[src/rtl/ldpc_dvb_enc_mux_buf_pkg.sv]
// Shared types for the DVB-S2 LDPC encoder output muxer: default widths,
// column/word types, parity strobes and frame-tracking FSM states.
package ldpc_dvb_enc_mux_buf_pkg;

   localparam int cZDAT_W    = 360;
   localparam int cCOL_W     = 8;
   localparam int cBUF_DEPTH = 4;

   typedef logic [cZDAT_W-1:0] zdat_t;
   typedef logic [cCOL_W-1:0]  col_t;

   typedef struct packed {
      logic sof;
      logic eof;
   } strb_t;

   typedef enum logic [1:0] {
      ST_IDLE   = 2'd0,
      ST_DATA   = 2'd1,
      ST_PARITY = 2'd2
   } state_t;

endpackage

[src/rtl/ldpc_dvb_enc_mux_fifo.sv]
// Show-ahead register FIFO: head word is visible on odat while not empty.
// oafull is registered from the next-cycle fill level so it is exact each cycle.
module ldpc_dvb_enc_mux_fifo #(
   parameter int pDAT_W = 8,
   parameter int pDEPTH = 4,
   parameter int pAFULL = 2
) (
   input  logic              iclk,
   input  logic              ireset,
   input  logic              iclkena,
   input  logic              ipush,
   input  logic              ipop,
   input  logic [pDAT_W-1:0] idat,
   output logic [pDAT_W-1:0] odat,
   output logic              ofull,
   output logic              oempty,
   output logic              oafull
);

   localparam int          cAW    = $clog2(pDEPTH);
   localparam logic [cAW:0] cDEPTH = (cAW+1)'(pDEPTH);
   localparam logic [cAW:0] cAFULL = (cAW+1)'(pAFULL);

   logic [pDAT_W-1:0] mem [pDEPTH];
   logic [cAW-1:0]    wptr, rptr;
   logic [cAW:0]      used, used_nxt;
   logic              do_push, do_pop;

   assign ofull   = (used == cDEPTH);
   assign oempty  = (used == '0);
   assign do_pop  = iclkena & ipop & !oempty;
   // a full FIFO still accepts a word when the head leaves in the same cycle
   assign do_push = iclkena & ipush & (!ofull | do_pop);

   always_comb begin
      used_nxt = used;
      if (do_push & !do_pop)
         used_nxt = used + 1'b1;
      else if (!do_push & do_pop)
         used_nxt = used - 1'b1;
   end

   always_ff @(posedge iclk or negedge ireset) begin
      if (!ireset) begin
         wptr   <= '0;
         rptr   <= '0;
         used   <= '0;
         oafull <= 1'b0;
      end else if (iclkena) begin
         if (do_push) wptr <= wptr + 1'b1;
         if (do_pop)  rptr <= rptr + 1'b1;
         used   <= used_nxt;
         oafull <= (used_nxt >= cAFULL);
      end
   end

   always_ff @(posedge iclk) begin
      if (do_push)
         mem[wptr] <= idat;
   end

   assign odat = mem[rptr];

endmodule

[src/rtl/ldpc_dvb_enc_mux_buf.sv]
// Encoder output muxer: merges data column words and (optionally chained)
// parity words into one column-addressed write stream through an output FIFO.
module ldpc_dvb_enc_mux_buf
   import ldpc_dvb_enc_mux_buf_pkg::*;
#(
   parameter int pZDAT_W    = cZDAT_W,
   parameter int pCOL_W     = cCOL_W,
   parameter int pBUF_DEPTH = cBUF_DEPTH
) (
   input  logic               iclk,
   input  logic               ireset,
   input  logic               iclkena,
   input  logic [pCOL_W-1:0]  iused_data_col,
   input  logic               ichain_ena,
   input  logic               ival,
   input  logic [pCOL_W-1:0]  icol,
   input  logic [pZDAT_W-1:0] idat,
   input  logic               ipval,
   input  logic               ipsof,
   input  logic               ipeof,
   input  logic [pZDAT_W-1:0] ipacc,
   input  logic [pZDAT_W-1:0] ipline,
   input  logic               iwrdy,
   output logic               owbusy,
   output logic               owrite,
   output logic [pCOL_W-1:0]  owaddr,
   output logic [pZDAT_W-1:0] owdat,
   output logic               owfull,
   output logic               oerr
);

   localparam int cENT_W = 1 + pCOL_W + pZDAT_W;

   state_t               state, state_nxt;
   strb_t                pstrb;
   logic                 vld_s1, eof_s1, head_eof;
   logic [pCOL_W-1:0]    addr_s1, p_addr, last_addr;
   logic [pZDAT_W-1:0]   dat_s1, p_dat, last_dat;
   logic [cENT_W-1:0]    head;
   logic                 fifo_empty, fifo_full, fifo_afull;
   logic                 perr, ovf;

   assign pstrb  = '{sof: ipsof, eof: ipeof};

   // sof restarts the chain from the line seed; otherwise chain or reseed per word
   assign p_addr = pstrb.sof ? iused_data_col : last_addr + pCOL_W'(1);
   assign p_dat  = ipacc ^ ((pstrb.sof | !ichain_ena) ? ipline : last_dat);

   always_ff @(posedge iclk or negedge ireset) begin
      if (!ireset) begin
         vld_s1    <= 1'b0;
         addr_s1   <= '0;
         dat_s1    <= '0;
         eof_s1    <= 1'b0;
         last_addr <= '0;
         last_dat  <= '0;
      end else if (iclkena) begin
         vld_s1 <= ival | ipval;
         if (ipval) begin
            addr_s1   <= p_addr;
            dat_s1    <= p_dat;
            eof_s1    <= pstrb.eof;
            last_addr <= p_addr;
            last_dat  <= p_dat;
         end else if (ival) begin
            addr_s1 <= icol;
            dat_s1  <= idat;
            eof_s1  <= 1'b0;
         end
      end
   end

   ldpc_dvb_enc_mux_fifo #(
      .pDAT_W (cENT_W),
      .pDEPTH (pBUF_DEPTH),
      .pAFULL (pBUF_DEPTH-2)
   ) u_fifo (
      .iclk    (iclk),
      .ireset  (ireset),
      .iclkena (iclkena),
      .ipush   (vld_s1),
      .ipop    (owrite),
      .idat    ({eof_s1, addr_s1, dat_s1}),
      .odat    (head),
      .ofull   (fifo_full),
      .oempty  (fifo_empty),
      .oafull  (fifo_afull)
   );

   assign owrite = !fifo_empty & iwrdy & iclkena;
   assign {head_eof, owaddr, owdat} = head;
   assign owfull = owrite & head_eof;
   assign owbusy = fifo_afull;
   assign ovf    = iclkena & vld_s1 & fifo_full & !owrite;

   always_comb begin
      state_nxt = state;
      perr      = ival & ipval;
      case (state)
         ST_IDLE, ST_DATA: begin
            if (ipval) begin
               if (pstrb.sof)
                  state_nxt = pstrb.eof ? ST_IDLE : ST_PARITY;
               else
                  perr = 1'b1;
            end else if (ival) begin
               state_nxt = ST_DATA;
            end
         end
         ST_PARITY: begin
            if (ival) perr = 1'b1;
            if (ipval) begin
               if (pstrb.sof) perr = 1'b1;
               if (pstrb.eof) state_nxt = ST_IDLE;
            end
         end
         default: state_nxt = ST_IDLE;
      endcase
   end

   always_ff @(posedge iclk or negedge ireset) begin
      if (!ireset) begin
         state <= ST_IDLE;
         oerr  <= 1'b0;
      end else if (iclkena) begin
         state <= state_nxt;
         oerr  <= oerr | perr | ovf;
      end
   end

endmodule
[config.mk]
export PLATFORM = sky130hd
export DESIGN_NAME = ldpc_dvb_enc_mux_buf
export DESIGN_NICKNAME = d
export VERILOG_FILES = /design/src/rtl/ldpc_dvb_enc_mux_buf_pkg.sv /design/src/rtl/ldpc_dvb_enc_mux_fifo.sv /design/src/rtl/ldpc_dvb_enc_mux_buf.sv
export SDC_FILE = /design/constraint.sdc
export NUM_CORES = 2
export LEC_CHECK = 0
export ABC_AREA = 1
export CORE_AREA = 3 3 581 583
export CTS_BUF_LIST = sky130_fd_sc_hd__clkbuf_4
export DETAILED_ROUTE_END_ITERATION = 8
export DIE_AREA = 0 0 584 586
export SYNTH_ARGS = -nofsm -noshare
export SYNTH_HDL_FRONTEND = slang
export SYNTH_SLANG_ARGS = --single-unit
[constraint.sdc]
create_clock -name iclk -period 38.2 [get_ports iclk]
set_input_delay 7.64 -clock iclk [delete_from_list [all_inputs] [get_ports iclk]]
set_output_delay 7.64 -clock iclk [all_outputs]
set_load 0.05 [all_outputs]
* Word-level counts from Yosys, hierarchy flattened *
Memory sizes are Yosys's and may differ from the RTL's.
Index checks and enable logic that the tools add are counted.
W data, S select, Z words.

word-level totals
  register bits = 749
  memory bits (writable) = 1,476
  bits of input ports = 1,105
  memories kept = 1

memories
  memory      depth  width  read ports  clocked after memory_dff  write ports  line                         source
  u_fifo.mem  4      369    1           0                         1            ldpc_dvb_enc_mux_fifo.sv:24  logic [pDAT_W-1:0] mem [pDEPTH];

cells by class
  add/subtract/negate cells = 5
  magnitude comparators = 1
  equality and inequality tests = 7
  mux-type cells = 25
  bitwise logic cells = 18
  reduce and logical (&&, ||, !) cells = 15

operator list
  operator               count
  $mux W360              3
  $xor A360 B360 Y360    1
  $mux W8                3
  $and A1 B1 Y1          12
  $mux W2                6
  $mux W1                9
  $add A8 B1 Y8 const B  1
  $reduce_and A2 Y1      4
  $logic_not A1 Y1       6
  $mux W3                2
  $ne A3 B3 Y1 const B   2
  $or A1 B1 Y1           5
  $reduce_and A5 Y1      1
  $add A2 B1 Y2 const B  2
  $ne A2 B2 Y1 const B   2
  $pmux W2 S2            1
  $add A3 B1 Y3 const B  1
  $eq A3 B3 Y1 const B   1
  $ge A3 B2 Y1 const B   1
  $logic_not A3 Y1       1
  $sub A3 B1 Y3 const B  1
  $eq A2 B1 Y1 const B   1
  $eq A2 B2 Y1 const B   1
  $logic_not A2 Y1       1
  3 further kinds        3

* Logic depth before layout (Yosys ltp) *
  word-level depth = 13
  depth in mapped cells = 10
  mapped depth without buffers = 9

* By module *
A second synthesis with hierarchy kept.

unflattened totals
  cell total of the unflattened synthesis = 9,162
  area total of the unflattened synthesis = 94,563.2 sq um

by module, submodules not included
  module                 instances  cells an instance  area an instance (sq um)  seq. area each (sq um)
  ldpc_dvb_enc_mux_fifo  1          3,638              54,821.3                  44,522.7
  ldpc_dvb_enc_mux_buf   1          5,524              39,741.9                  18,542.8

* Worst setup path after synthesis *
OpenSTA, ideal clock, no wires.

  path kind = input -> register
  start = in iclkena
  end = mem u_fifo.mem[0][0] in the netlist's numbering, enable pin
  setup time = 1,110 ps
  arrival time = 23,856 ps
  data required time = 37,090 ps
  slack = 13,234 ps
  stages = 5
  cell sequence = buf_4 > nand3_2 > inv_1 > o21ai_1 > nor2_1

between the ends
  word-level cells in the longest chain between the ends = 7

ends and longest elaborated chain
  what                           line                         source
  start, declared                ldpc_dvb_enc_mux_buf.sv:12   input logic iclkena,
  $and A1 B1 Y1                  ldpc_dvb_enc_mux_buf.sv:90   assign owrite = !fifo_empty & iwrdy & iclkena;
  net owrite                     ldpc_dvb_enc_mux_buf.sv:25   output logic owrite,
  $and A1 B1 Y1 (2 in a row)     ldpc_dvb_enc_mux_fifo.sv:31  assign do_pop = iclkena & ipop & !oempty;
  $or A1 B1 Y1                   ldpc_dvb_enc_mux_fifo.sv:33  assign do_push = iclkena & ipush & (!ofull | do_pop);
  $and A1 B1 Y1                  ldpc_dvb_enc_mux_fifo.sv:33
  $mux W1                        ldpc_dvb_enc_mux_fifo.sv:58  if (do_push)
  $mux W1 (not written as such)  ldpc_dvb_enc_mux_fifo.sv:59  mem[wptr] <= idat;
  end, declared                  ldpc_dvb_enc_mux_fifo.sv:24

The timed path passes the listed nets, and every way through them passes these cells.

* Worst setup path after layout *
  start = in iclkena
  end = out owfull

between the ends
  word-level cells in the longest chain between the ends = 2

ends and longest elaborated chain
  what           line                        source
  $and A1 B1 Y1  ldpc_dvb_enc_mux_buf.sv:90
  $and A1 B1 Y1  ldpc_dvb_enc_mux_buf.sv:92  assign owfull = owrite & head_eof;
  end, declared  ldpc_dvb_enc_mux_buf.sv:28  output logic owfull,

Every way passes these cells.

==> reports/qor.yml <==
clock_network:
  clk_latency_ns: 1.47
  cts_tree: "yes"
  cts_buffer_depth: 4
  postCtsHoldBufs: 0
  htreeDepth: 6
  cts_inserted_buffers: 602
  clkTransAtPathRegs_ns: 0.06
  cts_setup_buffers: 0
  clock_sinks: 2225
  cts_resized: 0
  clockRootBuffer: "clkbuf_4"
placement:
  hpwl_um: 237000
  portBuffers: 1476
  dp_cells: 14400
  gp_congestion: 0.863
sta:
  fin_setup_tns_ns: 0
  worst_pin_slew_ns: 1.17
  setup-violations-final: 0
  fin_crit_sh: 0.455
  finalHoldViolCount: 0
  min_period_ns: 17.36
  whs_ns: 0.459
  fmax_mhz: 57.6
  slew_headroom: 0.217
  grt_setup_unrepaired: "no"
  clock_skew_ns: 0.108
  drv_slew: 0
final_layout:
  fin_cells: 15600
  final_nets: 11800
  fillers: 33600
  layout_common_cells: "2086 x nand2_1, 1476 x edfxtp_1, 1471 x clkdlybuf4s50_1"
  drive_above_1_share: 0.102
  syn2layout_area_growth_pct: 28.6
  final_common_cell: "nand2_1"
  utilization: 0.363
setup_path:
  crit_type: "in2out"
  endpoint_kind: "primary output"
  timing.rr.start: "u_fifo.used[0]"
  max_stage_delay_ns: 0.82
  slowest_stage: "clkdlybuf4s50_1"
  crit_chain: "clkdlybuf4s50_1 -> nand3_2 -> a21oi_1 -> clkdlybuf4s50_1"
  rr_worst_depth: 11
  cp-start-kind: "input pin"
  reg2reg_to: "u_fifo.mem[2][104]"
  cp_data_required_time_ns: 30.56
  critPathMostFrequentCell: "clkdlybuf4s50_1"
  critPathMaxFanout: 10
  cp.arrival_ns: 9.72
  r2r_slack_ns: 33.36
status:
  status: "finished clean"
synth:
  netlist_instances: 9027
  synth_nets: 10100
  synth-seq-area-share: 0.671
  ys_ff_latch: 2225
  ys.warnings.count: 0
  yosys.cell_types.count: 33
  syn_area_per_cell_um2: 10.4
  synth.cell_area_um2: 93900
routing:
  wire_per_inst_um: 22.2
  vias: 72200
  drtPass1Iterations: 5
  drc: 0
  drtIter0Drc: 5017
  viasPerCell: 4.64
  ant_nets: 0
  routed_wl_um: 345000
global_route:
  grt_overflow: 0
  grt_pass1_wl_um: 486000
  grt_max_degree: 130
  antenna_found_initial: 94
  grt_usage: 0.193
  grt_pass1_vias: 69600
pwr:
  leakagePower_uw: 0.0481
  totalPowerFinal_uw: 8910
  ir_drop_mv: 0.0625
  power_density_nw_per_um2: 73.8
worst_hold_path:
  worstHoldStart: "state[1]"
  min_path_type: "reg2reg"
  hold_end: "state[0]"
  hold_depth: 1
floorplan:
  ios: 1477
  initial_core_util: 0.282
  die_w_um: 584
  row_count: 212
  coreArea_um2: 333000
  dieArea_um2: 342000
  dieHeight_um: 586
job:
  max_cap_violations: 0
## sequential cells by signal, indices dropped and copies added (netlist names)
register	count
dat_s1	360
state	2
oerr	1
vld_s1	1
u_fifo.oafull	1
addr_s1	8
last_addr	8
u_fifo.mem	1476
last_dat	360
eof_s1	1
u_fifo.used	3
u_fifo.rptr	2
u_fifo.wptr	2
## layout make-up
cell class / count / area (um2) / area share
sequential: 2225 / 63100 / 0.522
multi-input combinational: 5844 / 26900 / 0.223
timing repair buffer: 1588 / 15700 / 0.130
clock buffer: 908 / 6820 / 0.0564
tap: 4387 / 5490 / 0.0454
inverter: 388 / 1490 / 0.0123
clock inverter: 193 / 1240 / 0.0103
antenna: 37 / 92.6 / 0.000766
## cell families after synthesis
logic type      Yosys count  share of synthesized area
simple gates           3481                      0.140
flops                  2225                      0.671
compound gates         1988                      0.111
buf+inv                 958                     0.0424
xor+xnor                367                     0.0342
fa+ha+maj                 8                    0.00107
## cell usage after synthesis
library cell | n | area share
a21o_1 | 1 | 0.000080
a21oi_1 | 252 | 0.013
a31oi_1 | 2 | 0.00013
buf_1 | 32 | 0.0013
buf_2 | 109 | 0.0058
buf_4 | 22 | 0.0018
buf_6 | 21 | 0.0025
buf_8 | 1 | 0.00016
clkbuf_1 | 384 | 0.015
clkbuf_2 | 1 | 0.000053
clkinv_1 | 1 | 0.000040
dfrtp_1 | 749 | 0.20
edfxtp_1 | 1476 | 0.47
ha_1 | 8 | 0.0011
inv_1 | 384 | 0.015
inv_2 | 3 | 0.00012
nand2_1 | 2086 | 0.083
nand2_2 | 1 | 0.000067
nand2_8 | 1 | 0.00021
nand3_1 | 18 | 0.00096
nand3_2 | 1 | 0.00011
nand3b_1 | 1 | 0.000080
nand4_1 | 2 | 0.00013
nor2_1 | 1367 | 0.055
nor2_4 | 2 | 0.00024
o21a_1 | 1 | 0.000080
o21ai_0 | 853 | 0.045
o21ai_1 | 509 | 0.027
o22ai_1 | 369 | 0.025
o31ai_1 | 1 | 0.000080
or2_2 | 2 | 0.00013
xnor2_1 | 119 | 0.011
xor2_1 | 248 | 0.023
## per-stage QoR
stage,setup slack [ns],cell area [um2]
after floorplan,13.23,93900
after global placement,20.88,113000
after detailed placement,20.86,113000
after CTS,20.85,121000
after global routing,20.75,121000
final,20.84,121000
## layer usage
| layer | up-vias | share of wire | global-route usage |
|---|---|---|---|
| met5 | - | 0.0011 | 0 |
| met1 | 34800 | 0.38 | 0.226 |
| met2 | 2640 | 0.50 | 0.332 |
| met4 | 54 | 0.041 | 0.0853 |
| met3 | 597 | 0.076 | 0.0507 |
| li1 | 34100 | - | - |
## critical path, delay by kind of cell
kind | cells | cell delay [ns]
buffers and inverters | 2 | 1.62
AND/OR/NAND/NOR | 1 | 0.28
AO/OA/AOI/OAI | 1 | 0.18
## power by group
| group | internal (uW) | leakage (uW) | total, uW | switching [uW] |
|---|---|---|---|---|
| clock | 1170 | 0.00479 | 2220 | 1050 |
| combinational | 965 | 0.0208 | 3530 | 2570 |
| sequential | 2970 | 0.0225 | 3160 | 192 |
| total | 5110 | 0.0481 | 8910 | 3810 |
## worst max-delay path by stage
stage	start	end	slack [ns]	cells past startpoint
6_report	iclkena	owfull	20.84	4
5_1_grt	iclkena	owfull	20.75	4
4_1_cts	iclkena	owfull	20.85	4
3_3_place_gp	iclkena	owfull	20.88	4
2_1_floorplan	iclkena	u_fifo.mem[0][0]	13.23	5
3_5_place_dp	iclkena	owfull	20.86	4
(Power assumes the default switching activity.)
